## config.mk

```make
export PLATFORM = sky130hd
export DESIGN_NAME = mem_dump_tx_flat
export DESIGN_NICKNAME = d
export VERILOG_FILES = /design/src/rtl/cpu_pkg.sv /design/src/rtl/mem_dump_tx_if.sv /design/src/rtl/uart_tx_8n1.sv /design/src/rtl/mem_dump_tx.sv /design/src/flat_wrapper.sv
export SDC_FILE = /design/constraint.sdc
export NUM_CORES = 1
export LEC_CHECK = 0
export CORE_MARGIN = 1
export CORE_UTILIZATION = 34
export DETAILED_ROUTE_END_ITERATION = 7
export MAX_ROUTING_LAYER = met4
export SYNTH_ARGS = -nofsm -noshare
export SYNTH_HDL_FRONTEND = slang
export SYNTH_HIERARCHICAL = 1
export SYNTH_SLANG_ARGS = --single-unit
```

## constraint.sdc

```tcl
create_clock -name clock -period 3.65 [get_ports clock]
set_input_delay 0.365 -clock clock [delete_from_list [all_inputs] [get_ports clock]]
set_output_delay 0.365 -clock clock [all_outputs]
set_load 0.005 [all_outputs]
```

## src/rtl/cpu_pkg.sv

```systemverilog
// Shared CPU constants: memory bus widths, dump header byte and dump FSM states.
// MEM_DUMP_HEADER_EN adds the header-frame states to the dump state enum.
package cpu_pkg;

  localparam int unsigned DEF_ADDR_W = 4;
  localparam int unsigned DEF_DATA_W = 8;

  localparam logic [7:0] HEADER_BYTE = 8'hA5;

  typedef enum logic [2:0] {
    ST_IDLE     = 3'd0,
    ST_READ     = 3'd1,
    ST_LATCH    = 3'd2,
    ST_SEND     = 3'd3,
    ST_NEXT     = 3'd4
`ifdef MEM_DUMP_HEADER_EN
    ,
    ST_HDR_LOAD = 3'd5,
    ST_HDR_SEND = 3'd6
`endif
  } dump_state_e;

endpackage

```

## src/rtl/mem_dump_tx_if.sv

```systemverilog
// Data-memory read port between the dump engine (master) and the memory (slave).
interface mem_dump_tx_if #(
  parameter int unsigned ADDR_W = cpu_pkg::DEF_ADDR_W,
  parameter int unsigned DATA_W = cpu_pkg::DEF_DATA_W
);

  logic              mReadFlag;
  logic [ADDR_W-1:0] dataMemAddrBus;
  logic [DATA_W-1:0] dataMemOutDataBus;

  modport master (
    output mReadFlag,
    output dataMemAddrBus,
    input  dataMemOutDataBus
  );

  modport slave (
    input  mReadFlag,
    input  dataMemAddrBus,
    output dataMemOutDataBus
  );

endinterface

```

## src/rtl/uart_tx_8n1.sv

```systemverilog
// 8N1 UART transmitter: a load pulse starts one frame; tx_done_c marks the last stop-bit cycle.
module uart_tx_8n1 #(
  parameter int unsigned CLKS_PER_BIT = 208
) (
  input  logic       clock,
  input  logic       reset,
  input  logic       load,
  input  logic [7:0] data,
  output logic       tx,
  output logic       tx_done_c
);

  localparam int unsigned   CNT_W     = (CLKS_PER_BIT > 1) ? $clog2(CLKS_PER_BIT) : 1;
  localparam logic [CNT_W-1:0] BAUD_LAST = CNT_W'(CLKS_PER_BIT - 1);
  localparam logic [3:0]    BIT_LAST_DATA = 4'd8;
  localparam logic [3:0]    BIT_STOP      = 4'd9;

  logic             active_q, active_d;
  logic [3:0]       bit_q, bit_d;
  logic [CNT_W-1:0] baud_q, baud_d;
  logic [7:0]       shift_q, shift_d;
  logic             tx_q, tx_d;
  logic             baud_tc;

  assign baud_tc   = (baud_q == BAUD_LAST);
  assign tx_done_c = active_q && baud_tc && (bit_q == BIT_STOP);
  assign tx        = tx_q;

  // bit_q: 0 = start bit, 1..8 = data LSB first, 9 = stop bit
  always_comb begin
    active_d = active_q;
    bit_d    = bit_q;
    baud_d   = baud_q;
    shift_d  = shift_q;
    tx_d     = tx_q;
    if (!active_q) begin
      if (load) begin
        active_d = 1'b1;
        bit_d    = 4'd0;
        baud_d   = '0;
        shift_d  = data;
        tx_d     = 1'b0;
      end
    end else if (baud_tc) begin
      baud_d = '0;
      if (bit_q == BIT_STOP) begin
        active_d = 1'b0;
        bit_d    = 4'd0;
        tx_d     = 1'b1;
      end else if (bit_q == BIT_LAST_DATA) begin
        bit_d = BIT_STOP;
        tx_d  = 1'b1;
      end else begin
        bit_d   = bit_q + 4'd1;
        tx_d    = shift_q[0];
        shift_d = {1'b0, shift_q[7:1]};
      end
    end else begin
      baud_d = baud_q + CNT_W'(1);
    end
  end

  always_ff @(posedge clock or negedge reset) begin
    if (!reset) begin
      active_q <= 1'b0;
      bit_q    <= 4'd0;
      baud_q   <= '0;
      shift_q  <= 8'h00;
      tx_q     <= 1'b1;
    end else begin
      active_q <= active_d;
      bit_q    <= bit_d;
      baud_q   <= baud_d;
      shift_q  <= shift_d;
      tx_q     <= tx_d;
    end
  end

endmodule

```

## src/rtl/mem_dump_tx.sv

```systemverilog
// Walks every data-memory address and sends each byte over UART 8N1, lowest address first.
// MEM_DUMP_HEADER_EN: prepend one HEADER_BYTE frame to each dump.
module mem_dump_tx
  import cpu_pkg::*;
#(
  parameter int unsigned CLKS_PER_BIT = 208,
  parameter int unsigned ADDR_W       = DEF_ADDR_W,
  parameter int unsigned DATA_W       = DEF_DATA_W
) (
  input  logic          clock,
  input  logic          reset,
  input  logic          start,
  mem_dump_tx_if.master mem,
  output logic          UART_TXD,
  output logic          busy,
  output logic          done
);

  localparam logic [ADDR_W-1:0] ADDR_LAST = {ADDR_W{1'b1}};

  dump_state_e       state_q, state_d;
  logic [ADDR_W-1:0] addr_q, addr_d;
  logic              mread_q, mread_d;
  logic              busy_q, busy_d;
  logic              done_q, done_d;
  logic              load_c;
  logic [7:0]        load_data_c;
  logic              tx_done_c;
  logic [DATA_W-1:0] rd_data;

  assign rd_data            = mem.dataMemOutDataBus;
  assign mem.mReadFlag      = mread_q;
  assign mem.dataMemAddrBus = addr_q;
  assign busy               = busy_q;
  assign done               = done_q;

  // mReadFlag stays high through LATCH so the byte is sampled while the read is still enabled
  always_comb begin
    state_d     = state_q;
    addr_d      = addr_q;
    mread_d     = mread_q;
    busy_d      = busy_q;
    done_d      = 1'b0;
    load_c      = 1'b0;
    load_data_c = 8'(rd_data);
    case (state_q)
      ST_IDLE: begin
        if (start) begin
          busy_d = 1'b1;
          addr_d = '0;
`ifdef MEM_DUMP_HEADER_EN
          state_d = ST_HDR_LOAD;
`else
          state_d = ST_READ;
          mread_d = 1'b1;
`endif
        end
      end
`ifdef MEM_DUMP_HEADER_EN
      ST_HDR_LOAD: begin
        load_c      = 1'b1;
        load_data_c = HEADER_BYTE;
        state_d     = ST_HDR_SEND;
      end
      ST_HDR_SEND: begin
        if (tx_done_c) begin
          state_d = ST_READ;
          mread_d = 1'b1;
        end
      end
`endif
      ST_READ: begin
        state_d = ST_LATCH;
      end
      ST_LATCH: begin
        load_c  = 1'b1;
        mread_d = 1'b0;
        state_d = ST_SEND;
      end
      ST_SEND: begin
        if (tx_done_c) state_d = ST_NEXT;
      end
      ST_NEXT: begin
        // compare before increment so the address never wraps mid-dump
        if (addr_q == ADDR_LAST) begin
          state_d = ST_IDLE;
          addr_d  = '0;
          busy_d  = 1'b0;
          done_d  = 1'b1;
        end else begin
          state_d = ST_READ;
          addr_d  = addr_q + ADDR_W'(1);
          mread_d = 1'b1;
        end
      end
      default: begin
        state_d = ST_IDLE;
        mread_d = 1'b0;
        busy_d  = 1'b0;
      end
    endcase
  end

  always_ff @(posedge clock or negedge reset) begin
    if (!reset) begin
      state_q <= ST_IDLE;
      addr_q  <= '0;
      mread_q <= 1'b0;
      busy_q  <= 1'b0;
      done_q  <= 1'b0;
    end else begin
      state_q <= state_d;
      addr_q  <= addr_d;
      mread_q <= mread_d;
      busy_q  <= busy_d;
      done_q  <= done_d;
    end
  end

  uart_tx_8n1 #(
    .CLKS_PER_BIT(CLKS_PER_BIT)
  ) u_uart (
    .clock     (clock),
    .reset     (reset),
    .load      (load_c),
    .data      (load_data_c),
    .tx        (UART_TXD),
    .tx_done_c (tx_done_c)
  );

endmodule

```

## src/flat_wrapper.sv

```systemverilog
// flat-port wrapper written by rule: the top's interface ports become plain ports
module mem_dump_tx_flat import cpu_pkg::*;
#(
  parameter int unsigned CLKS_PER_BIT = 208,
  parameter int unsigned ADDR_W       = DEF_ADDR_W,
  parameter int unsigned DATA_W       = DEF_DATA_W
)
  (clock, reset, start, UART_TXD, busy, done, mem_mReadFlag, mem_dataMemAddrBus, mem_dataMemOutDataBus);
  mem_dump_tx_if #(.ADDR_W(ADDR_W), .DATA_W(DATA_W)) mem_i ();
  input  logic clock;
  input  logic reset;
  input  logic start;
  output logic UART_TXD;
  output logic busy;
  output logic done;
  output wire logic [$bits(mem_i.mReadFlag)-1:0] mem_mReadFlag;
  output wire logic [$bits(mem_i.dataMemAddrBus)-1:0] mem_dataMemAddrBus;
  input wire logic [$bits(mem_i.dataMemOutDataBus)-1:0] mem_dataMemOutDataBus;
  assign mem_mReadFlag = mem_i.mReadFlag;
  assign mem_dataMemAddrBus = mem_i.dataMemAddrBus;
  assign mem_i.dataMemOutDataBus = mem_dataMemOutDataBus;
  mem_dump_tx #(.CLKS_PER_BIT(CLKS_PER_BIT), .ADDR_W(ADDR_W), .DATA_W(DATA_W)) u_core (.clock(clock), .reset(reset), .start(start), .mem(mem_i), .UART_TXD(UART_TXD), .busy(busy), .done(done));
endmodule
```

==> qor.csv, run 1 <==
metric;value;unit
ys flop type;dfrtp_1;
flop2flop setup slack;1.56;ns
total CTS buffers;5;
sequential fraction of the synthesis area;0.442;
CP endpoint;u_core/u_uart/shift_q[2];
Final #Nets;212;
Layout area overhead;15.7;%
Fmax achieved;0.478;GHz
first-pass GRT wire length;6440;µm
crit path DAT;2.28;ns
PnR worst setup slack;1.56;ns
Die ar.;5630;µm²
R2R Path End;u_core/u_uart/shift_q[2];
met2 Use GR;0.223;
fin util;0.411;
gr busiest metal;met2;
Hold WC Path Type;primary input to asynchronous set/reset pin;
async set-reset flop share out of synthesis;1.00;
Max Clock Skew;0.00909;ns
Worst slew margin;0.543;
postcts setup bufs;0;
Yosys cell types;52;
DP HPWL;2450;µm
Syn Nets;197;
initial antenna violation count;0;
leakage;0.802;nW
worst slew pin tran;0.684;ns
RSZ-0062 raised after global routing;no;
Reg clk slew, reported paths;0.07;ns
Via Count;1439;
Rows;26;
syn avg cell area;10.0;µm²
CP max FO;11;
Skew-Pair Late Insertion Delay;0.28;ns
Overall Power;666;µW
crit path launch type;flip-flop;
Slew Viols, Final;0;
final hold violations;0;
final worst path period share;0.573;
Die Width;75.0;µm
Critical Path RT;3.84;ns
n_diodes;0;
die height;75.0;µm
io pins;19;
count of final setup violators;0;
final WL;3790;µm
capturing element type of the critical path;flip-flop;
CP Class;flip-flop to flip-flop;
layout cell share with drive strength beyond 1;0.112;
setup slack after placement;1.56;ns
Starting Density;0.355;
TritonCTS clock tree;built;
cts hold-fix bufs;0;
Final ANT Viol Nets;0;
Synth Instances;181;
DRC errors left;0;
max_cap viols;0;
largest net degree at the start of global routing;33;
setup_tns;0;ns
routed len/inst;14.2;µm
GRT Residual Overflow;0;
Worst Setup SP;u_core/state_q[1];
core footprint;5110;µm²
PD cells;317;nW/µm²
M3 GR Usage;0.0522;
via/cell ratio;5.39;
Root Buffer;clkbuf_8;
# port buffers;18;
final hold slack;0.491;ns
htree depth;2;
clk sinks;32;
DRT Pass-1 Iters;4;
placer congestion estimate;0.777;
status;finished clean;
#FFs+latches synth;32;
worst r2r path cells;4;
clock period minus worst slack;2.09;ns
aggregate global-route resource usage;0.158;
post-cts repair resize count;0;
yosys warns;6;
number of flops mapped to enable cells by yosys;0;
CTS Buffer Depth;2;
vias in the first global route;1321;
initial detailed-routing violation count;147;
Peak supply drop;178;µV
synthesized cell area;1810;µm²
met1 Track Usage GR;0.216;
Worst R2R Start;u_core/state_q[1];
==> critical path, cell delays in order (launching register included) <==
cell and delay [ns]:
dfrtp_1 0.59, nor3b_1 0.43, nor2b_1 0.62, nor2_1 0.08, a211oi_1 0.26
==> report_power, final <==
group / internal, mW / switching [mW]
logic: 0.0136 / 0.0113
registers: 0.359 / 0.00242
clock network: 0.154 / 0.126
==> cell usage in the layout (no fill, tap or decap), drive strengths merged, types with 2 or more instances in the layout <==
| cell | instances |
|---|---|
| o21ai | 11 |
| clkdlybuf4s50 | 18 |
| and4 | 2 |
| clkbuf | 8 |
| nand4 | 3 |
| nor3 | 5 |
| a211oi | 7 |
| a21oi | 7 |
| o211ai | 5 |
| nand2 | 11 |
| nand2b | 2 |
| and4b | 2 |
| a2111oi | 7 |
| inv | 5 |
| a32o | 2 |
| and3 | 2 |
| nor2b | 5 |
| o32ai | 2 |
| a22oi | 3 |
| nand3 | 9 |
| nor2 | 21 |
| dfrtp | 31 |
| ha | 5 |
==> flip-flops by register name (all words and copies together) (netlist names) <==
| register | count |
|---|---|
| u_core/u_uart/tx | 1 |
| u_core/mem.mReadFlag | 1 |
| u_core/u_uart/shift_q | 8 |
| u_core/busy | 1 |
| u_core/mem.dataMemAddrBus | 4 |
| u_core/done | 1 |
| u_core/state_q | 3 |
| u_core/u_uart/baud_q | 8 |
| u_core/u_uart/active_q | 1 |
| u_core/u_uart/bit_q | 4 |
==> worst min path at each step <==
stage / start / cells past startpoint / to
after floorplan: reset / 0 / u_core/busy
after global placement: u_core/u_uart/shift_q[7] / 1 / u_core/u_uart/shift_q[7]
after detailed placement: u_core/u_uart/shift_q[7] / 1 / u_core/u_uart/shift_q[7]
after CTS: reset / 2 / u_core/state_q[1]
after global routing: reset / 2 / u_core/u_uart/bit_q[1]
final: reset / 2 / u_core/u_uart/baud_q[3]
==> cells in the mapped netlist, types with 2 or more instances <==
library cell,instances,share of area
dfrtp_1,31,0.43
nor2_1,20,0.041
o32ai_1,2,0.0097
a21oi_1,7,0.019
inv_1,5,0.010
o211ai_1,4,0.017
and4_1,2,0.0097
buf_6,4,0.025
buf_2,4,0.011
nor2b_1,5,0.017
nand4_1,3,0.010
a22oi_1,3,0.012
ha_1,5,0.035
a211oi_1,7,0.029
nand2b_1,2,0.0069
nand3_1,9,0.025
clkbuf_1,2,0.0041
a2111oi_0,7,0.034
nand2_1,11,0.023
nor3_1,4,0.011
o21ai_0,11,0.030
and3_2,2,0.0083
a32o_1,2,0.011
==> logic make-up (layout without fill, tap and decap cells) <==
kind of cell             count (synthesis)  count (layout)  share of synthesized area
buffers and inverters                   16              32                     0.0545
adder cells (fa/ha/maj)                  5               5                     0.0345
multiplexers                             2               2                     0.0138
flip-flops                              32              32                      0.442
AND/OR/NAND/NOR                         73              73                      0.237
AO/OA/AOI/OAI                           53              53                      0.218
==> routing by layer <==
metal  up-vias  part of all wire
met4         0            0.0090
li1        713                 -
met3         5             0.034
met2        30              0.43
met5         -                 0
met1       691              0.53
==> through the flow <==
step	std cells	area [µm²]
CTS	267	2100
global placement	259	2010
global route	267	2100
finish	267	2100
floorplan	181	1810
detailed placement	259	2010
==> cell type report <==
type                       instances  area [µm²]
clock buffer                       8        90.1
sequential                        32         802
timing repair buffer              19         188
multi-input combinational        133         912
tap                               70        87.6
fill                             507        3010
inverter                           5        18.8
Power figures use the tool's default switching activity.
==> run 2: changes to the inputs <==
==> constraint.sdc (replaced) <==
create_clock -name clock -period 2.2 [get_ports clock]
set_input_delay 0.22 -clock clock [delete_from_list [all_inputs] [get_ports clock]]
set_output_delay 0.22 -clock clock [all_outputs]
set_load 0.005 [all_outputs]
==> run 2 against run 1 <==
Against the previous run:
- sequential share of layout area decreased by 0.85 points
- via count increased by 1.8%
- clock skew increased by 0.0010 ns
- final area increased by 2.3%
- cell count grew 1.9%
- combinational power up 61%
- die area stayed put
- first-iteration DRC count down 37%
- non-clock buffer count grew 5
==> qor.csv, run 2 (synthesis gave the netlist of run 1 again) <==
metric;value;unit
most common cell after layout, fill and taps aside;dfrtp_1;
Post-Place Cells;264;
CP peak stage delay;0.58;ns
capturing element type of the critical path;flip-flop;
total CTS buffers;5;
io pins;19;
Root Buffer;clkbuf_8;
leakage;0.833;nW
Peak supply drop;252;µV
worst r2r path cells;4;
n_diodes;0;
core footprint;5110;µm²
cts hold-fix bufs;0;
clock period minus worst slack;1.81;ns
DP HPWL;2590;µm
Layout area overhead;18.4;%
# port buffers;18;
flop2flop setup slack;0.39;ns
DRC errors left;0;
worst slew pin tran;0.591;ns
clk sinks;32;
aggregate global-route resource usage;0.162;
Reg clk slew, reported paths;0.07;ns
crit path DAT;1.95;ns
largest net degree at the start of global routing;33;
Starting Density;0.355;
Slew Viols, Final;0;
Die Width;75.0;µm
Final ANT Viol Nets;0;
Critical path buffers and inverters;0;
Via Count;1465;
PD cells;532;nW/µm²
most frequent cells in the layout;dfrtp_1, nor2_1, clkdlybuf4s50_1;
placer congestion estimate;0.838;
Die ar.;5630;µm²
crit path launch type;flip-flop;
fin util;0.420;
R2R Path End;u_core/u_uart/bit_q[3];
Max Clock Skew;0.0101;ns
count of final setup violators;0;
PnR worst setup slack;0.394;ns
crit-path most repeated cell;o211ai_1;
die height;75.0;µm
Skew-Pair Late Insertion Delay;0.28;ns
postcts setup bufs;0;
initial antenna violation count;0;
via/cell ratio;5.39;
CP Class;flip-flop to flip-flop;
CP max FO;12;
Worst R2R Start;u_core/state_q[1];
CTS Buffer Depth;2;
fin cells;272;
CP top delay family;simple AND/OR/NAND/NOR gates;
status;finished clean;
setup slack after placement;0.417;ns
setup_tns;0;ns
Worst slew margin;0.604;
Critical Path RT;2.35;ns
routed len/inst;14.0;µm
first-pass GRT wire length;6600;µm
Rows;26;
DRT Pass-1 Iters;5;
initial detailed-routing violation count;92;
CP max-delay cell;dfrtp_1;
Fmax achieved;0.554;GHz
htree depth;2;
final WL;3820;µm
top flop regs;u_core/u_uart/baud_q: 8 flops, u_core/u_uart/shift_q: 8 flops;
Hold WC Path Type;primary input to asynchronous set/reset pin;
final hold violations;0;
max_cap viols;0;
CP cell instances;nor3b_1, nand2b_1, o211ai_1, o211ai_1;
final worst path period share;0.821;
TritonCTS clock tree;built;
post-cts repair resize count;0;
GRT Residual Overflow;0;
layout cell share with drive strength beyond 1;0.139;
Final #Nets;217;
vias in the first global route;1375;
RSZ-0062 raised after global routing;no;
-- run 2: routing by layer --
layer / share of wire / wire length [µm] / vias to the layer above / GRT usage
met4: 0.0058 / 22 / 0 / 0.0503
met3: 0.048 / 184 / 2 / 0.0482
met1: 0.49 / 1890 / 713 / 0.213
li1: - / - / 719 / -
met2: 0.45 / 1730 / 31 / 0.239
met5: 0 / 0 / - / -
-- run 2: cell type report --
type | count | area (µm²)
tap | 70 | 87.6
sequential | 32 | 802
clock buffer | 8 | 100
fill | 513 | 2960
timing repair buffer | 24 | 225
multi-input combinational | 133 | 912
inverter | 5 | 18.8
-- run 2: through the flow --
step / hold slack [ns] / cell area (µm²) / total power [mW]
2_1_floorplan: -0.0756 / 1810 / 0.618
3_3_place_gp: 0.495 / 2050 / 0.653
3_5_place_dp: 0.498 / 2050 / 0.652
4_1_cts: 0.360 / 2150 / 1.15
5_1_grt: 0.378 / 2150 / 1.18
6_report: 0.340 / 2150 / 1.14
-- run 2: how the worst max path moves through the flow --
stage	end	start	depth (start not counted)
CTS	u_core/u_uart/bit_q[3]	u_core/state_q[1]	4
global route	u_core/u_uart/bit_q[3]	u_core/state_q[1]	4
finish	u_core/u_uart/bit_q[3]	u_core/state_q[1]	4
global placement	u_core/u_uart/bit_q[3]	u_core/state_q[1]	4
detailed placement	u_core/u_uart/shift_q[0]	u_core/u_uart/bit_q[0]	5
floorplan	u_core/u_uart/shift_q[0]	u_core/u_uart/bit_q[0]	5
-- run 2: power breakdown --
group          switching (mW)  internal [mW]  total, mW  leakage [nW]
registers             0.00400          0.596      0.600         0.375
logic                  0.0178         0.0225     0.0403         0.406
clock network           0.215          0.286      0.500        0.0515
total                   0.237          0.904       1.14         0.833
